`config.mk`:
```
export PLATFORM = sky130hd
export DESIGN_NAME = dmem_arbiter
export DESIGN_NICKNAME = d
export VERILOG_FILES = /design/src/rtl/dmem_arbiter.sv
export SDC_FILE = /design/constraint.sdc
export NUM_CORES = 1
export LEC_CHECK = 0
export ABC_AREA = 1
export ABC_CLOCK_PERIOD_IN_PS = 1800
export BUFFER_PORTS_ARGS = -buffer_cell sky130_fd_sc_hd__buf_2
export CORE_MARGIN = 2
export CORE_UTILIZATION = 33
export CTS_BUF_LIST = sky130_fd_sc_hd__clkbuf_4
export CTS_CLUSTER_SIZE = 8
export DETAILED_ROUTE_END_ITERATION = 8
export GPL_TIMING_DRIVEN = 0
export PLACE_DENSITY = 0.86
export SLEW_MARGIN = 30
export SYNTH_ARGS = -nofsm -noshare
export SYNTH_HDL_FRONTEND = slang
export SYNTH_SLANG_ARGS = --single-unit
```
`constraint.sdc`:
```
create_clock -name clk -period 1.8 [get_ports clk]
set_input_delay 0.18 -clock clk [delete_from_list [all_inputs] [get_ports clk]]
set_output_delay 0.18 -clock clk [all_outputs]
set_load 0.02 [all_outputs]
```
`src/rtl/dmem_arbiter.sv`:
```
// Data-memory arbiter between the pipeline MEM stage and a debug/loader port.
// The pipeline normally owns memory. A debug request is granted a one-cycle slot when the pipeline is idle, or after bounded starvation.
module dmem_arbiter #(
    parameter int unsigned STARVE_MAX = 4
) (
    input  logic        clk,
    input  logic        rst,
    input  logic        p_req,
    input  logic        p_we,
    input  logic [15:0] p_addr,
    input  logic [15:0] p_wdata,
    output logic [15:0] p_rdata,
    output logic        p_stall,
    input  logic        d_req,
    input  logic        d_we,
    input  logic [15:0] d_addr,
    input  logic [15:0] d_wdata,
    output logic        d_ack,
    output logic [15:0] d_rdata,
    output logic [15:0] mem_addr,
    output logic [15:0] mem_wdata,
    output logic        mem_write,
    input  logic [15:0] mem_rdata
);

    // state  | meaning
    // IDLE   | pipeline owns memory, debug requests are arbitrated here
    // DGRANT | debug owns memory this cycle, pipeline stalled
    // DRESP  | debug ack cycle, pipeline owns memory again
    typedef enum logic [1:0] {
        IDLE   = 2'd0,
        DGRANT = 2'd1,
        DRESP  = 2'd2
    } state_t;

    localparam logic [3:0] STARVE_LIM = 4'(STARVE_MAX);

    state_t     state_q, state_d;
    logic [3:0] starve_cnt_q, starve_cnt_d;
    logic       dbg_own;

    always_ff @(posedge clk or negedge rst) begin
        if (!rst) begin
            state_q      <= IDLE;
            starve_cnt_q <= 4'd0;
        end else begin
            state_q      <= state_d;
            starve_cnt_q <= starve_cnt_d;
        end
    end

    always_comb begin
        state_d      = state_q;
        starve_cnt_d = starve_cnt_q;
        case (state_q)
            IDLE: begin
                if (d_req) begin
                    if (!p_req || starve_cnt_q == STARVE_LIM) begin
                        state_d      = DGRANT;
                        starve_cnt_d = 4'd0;
                    end else begin
                        // reaching here implies the count is still below the limit
                        starve_cnt_d = starve_cnt_q + 4'd1;
                    end
                end
            end
            DGRANT:  state_d = DRESP;
            DRESP:   state_d = IDLE;
            default: state_d = IDLE;
        endcase
    end

    always_comb begin
        dbg_own   = (state_q == DGRANT);
        mem_addr  = dbg_own ? d_addr  : p_addr;
        mem_wdata = dbg_own ? d_wdata : p_wdata;
        // gate with reset so no write can leak out while reset is low
        mem_write = rst & (dbg_own ? d_we : (p_req & p_we));
        p_stall   = dbg_own & p_req;
        d_ack     = (state_q == DRESP);
        d_rdata   = mem_rdata;
        p_rdata   = mem_rdata;
    end

endmodule

```
==> implementation parameters <==
Parameter                              Value

Setup path
  Number of cell instances on the worst register-to-register path    7
  Endpoint of the most critical register-to-register path    starve_cnt_q[3]
  RR Startpoint    starve_cnt_q[0]
  Worst Path Max Fanout    10
  Crit Path Class    reg2out
  Required time of the worst setup path    1.62 ns
  Element type at the critical path start    register
  Register-to-register setup slack    0.61 ns
  CP endpoint kind    output port
  Data arrival at the endpoint of the critical path    1.42 ns

Synthesis
  Synthesized-area fraction occupied by ao, oa, aoi and oai cells    0.0244
  Post-synthesis share of cell area spent on and, or, nand and nor gates    0.474
  Largest family of logic cells by synthesized area    simple AND/OR/NAND/NOR gates
  Number of distinct library cells after synthesis    18
  Synthesis warning total    0
  Fraction of the yosys area taken by sequential cells    0.146
  Synth Net Count    267
  Arithmetic-cell share of the synthesized area counting full adders, half adders and majority gates    0.0244
  Cells after Synth    179
  Mean Syn Cell Area    5.74 um2
  Post-synth design cell area    1030 um2
  Post-synthesis xor/xnor area fraction    0.00853
  Share of cell area taken by muxes after synthesis    0
  Number of flip-flops and latches in the synthesized netlist    6

STA
  Hold slack final    0.219 ns
  Total Negative Setup Slacks    0 ns
  Number of max-slew violations in the final report    0
  Maximum clock rate    623 MHz
  Worst-Margin Slew    0.209 ns
  Final Hold Viols    0
  Final period util    0.891
  Total setup violations reported at the end of the flow    0
  Relative slew margins    0.860
  Setup repair after global routing missed its margin    no
  Worst clock skew    0.00687 ns
  Shortest period the worst path allows    1.60 ns

Finish
  Proportion of layout cells with a drive suffix above 1    0.583
  Layout area overhead    73.4%
  Ant diodes    0
  Post-layout net count    409
  Non-Filler Instances    352
  Total non-filler cell area in the finished layout    1780 um2
  Most common library cell in the layout ignoring fill and taps    sky130_fd_sc_hd__buf_2
  Util after Layout    0.593
  Top library cells by usage in the layout, fill and taps aside    sky130_fd_sc_hd__buf_2 (138), sky130_fd_sc_hd__nand2_1 (105), sky130_fd_sc_hd__buf_4 (33)

Detailed routing
  First-pass DRT Iterations    4
  Vias post-DR    1481
  Overall routed net length    3190 um
  ANT nets after route    0
  Post-detailed-route via-to-cell ratio    4.21
  WL per Instance    9.07 um
  Number of DRC violations after detailed routing    0
  Number of DRC violations after detailed-routing iteration 0    59

Hold path
  Worst min-delay path endpoint    starve_cnt_q[2]
  Path category of the worst min-delay check    in2reg
  Beginning of the worst hold path    p_req
  Instance count along the most critical hold path    3

Global route
  GRT Resource Usage Total    0.155
  Antenna violations before repair    0
  Largest net degree at the start of global routing    11
  Vias in the first global route    1064
  Overflow left after global routing    0
  First-pass GRT wire length    4260 um

Die
  Cell Rows    20
  Die Height    59.8 um
  Effective utilization at floorplan    0.342
  IO Count    153
  Area of the placeable core    3000 um2
  Area of the die    3570 um2
  Horizontal die dimension    59.8 um

Placed design
  Post-detailed-placement half-perimeter wirelength    2770 um
  IO Port Bufs    136
  Final RePlAce weighted congestion    0.826
  Placed cell areas    1750 um2
  Placed cell count    348

Clock network
  CTS H-tree depth    1
  Bufs on Longest Clock Path    2
  TritonCTS clock tree    yes
  Post-CTS sizing    0
  Clock Pin Slew Worst Setup and Hold Paths    0.05 ns
  Total clock sinks    6
  Number of clock buffers inserted by TritonCTS    3
  Clock insertion delay at the later pin of the skew report    0.25 ns
  Post-CTS Setup Bufs    0
  Cell at the root of the clock tree    sky130_fd_sc_hd__clkbuf_4

Power
  Total power divided by cell area    540 nW/um2
  Leakage    1.23 nW
  IR drop worst, VDD    0.292 mV

Flow run
  Count of max-cap constraint violations    0

Outcome
  Result of the run    finished, final reports clean
==> state kept, by name, indices dropped and copies added, names as in the netlist <==
register,cells
starve_cnt_q,4
state_q,2
==> worst max-delay path, cell delays in order, from the launching register on <==
cell and delay (ns):
sky130_fd_sc_hd__dfrtp_1 0.43, sky130_fd_sc_hd__nor2_8 0.20, sky130_fd_sc_hd__buf_2 0.23, sky130_fd_sc_hd__nand2_1 0.07
sky130_fd_sc_hd__nand2_1 0.07, sky130_fd_sc_hd__buf_2 0.17
==> repair_timing <==
| item | CTS | global route |
|---|---|---|
| hold endpoints to repair | 6 | 0 |
| hold buffers | 1 | 0 |
| endpoints found under the setup margin | 0 | 0 |
==> through the flow <==
step	setup slack [ns]	total power, mW
2_1_floorplan	0.545	0.616
3_3_place_gp	0.451	0.830
3_5_place_dp	0.430	0.841
4_1_cts	0.162	0.972
5_1_grt	0.0972	1.04
6_report	0.195	0.961
==> power by group <==
group	internal (mW)	switching, mW	leakage (nW)
registers	0.159	0.0261	0.0804
logic	0.273	0.379	1.13
clock network	0.0754	0.0490	0.0138
==> final cells by class <==
cell class	instances	area, um2
fill	333	1220
timing repair buffer	137	691
multi-input combinational	125	546
buffer	38	292
sequential	6	150
tap	33	41.3
inverter	10	40.0
clock buffer	3	22.5
==> routing by layer <==
layer	share of wire	up-vias	global-route usage
met3	0.11	5	0.0260
met1	0.37	603	0.176
met5	0	-	0
met2	0.51	88	0.272
li1	-	785	-
met4	0.014	0	0.0857
==> worst max path at each step <==
| stage | startpoint | end | slack [ns] |
|---|---|---|---|
| finish | state_q[1] | mem_addr[4] | 0.20 |
| global route | state_q[1] | mem_addr[2] | 0.1 |
| floorplan | state_q[1] | p_stall | 0.55 |
| detailed placement | state_q[1] | mem_addr[4] | 0.43 |
| CTS | state_q[1] | mem_addr[4] | 0.16 |
| global placement | state_q[1] | mem_wdata[2] | 0.45 |
==> synthesized netlist by cell type <==
cell type | count | area (um2)
sky130_fd_sc_hd__nand2_1 | 105 | 394
sky130_fd_sc_hd__buf_4 | 33 | 248
sky130_fd_sc_hd__dfrtp_1 | 6 | 150
sky130_fd_sc_hd__inv_1 | 5 | 18.8
sky130_fd_sc_hd__nor2_1 | 5 | 18.8
sky130_fd_sc_hd__inv_2 | 4 | 15.0
sky130_fd_sc_hd__buf_6 | 3 | 33.8
sky130_fd_sc_hd__o21ai_1 | 3 | 15.0
sky130_fd_sc_hd__a21oi_1 | 2 | 10.0
sky130_fd_sc_hd__buf_2 | 2 | 10.0
sky130_fd_sc_hd__ha_1 | 2 | 25.0
sky130_fd_sc_hd__nand3_1 | 2 | 10.0
sky130_fd_sc_hd__nor2_8 | 2 | 40.0
sky130_fd_sc_hd__inv_4 | 1 | 6.26
sky130_fd_sc_hd__nand2_2 | 1 | 6.26
sky130_fd_sc_hd__nand2_4 | 1 | 11.3
sky130_fd_sc_hd__nand4_1 | 1 | 6.26
sky130_fd_sc_hd__xor2_1 | 1 | 8.76
==> cells by family (layout without fill, tap and decap cells) <==
kind of cell | after synthesis | count (layout)
compound gates | 5 | 5
flops | 6 | 6
simple gates | 117 | 117
xor+xnor | 1 | 1
buf+inv | 48 | 188
fa+ha+maj | 2 | 2
No activity file was read; power rests on OpenSTA's default activity.
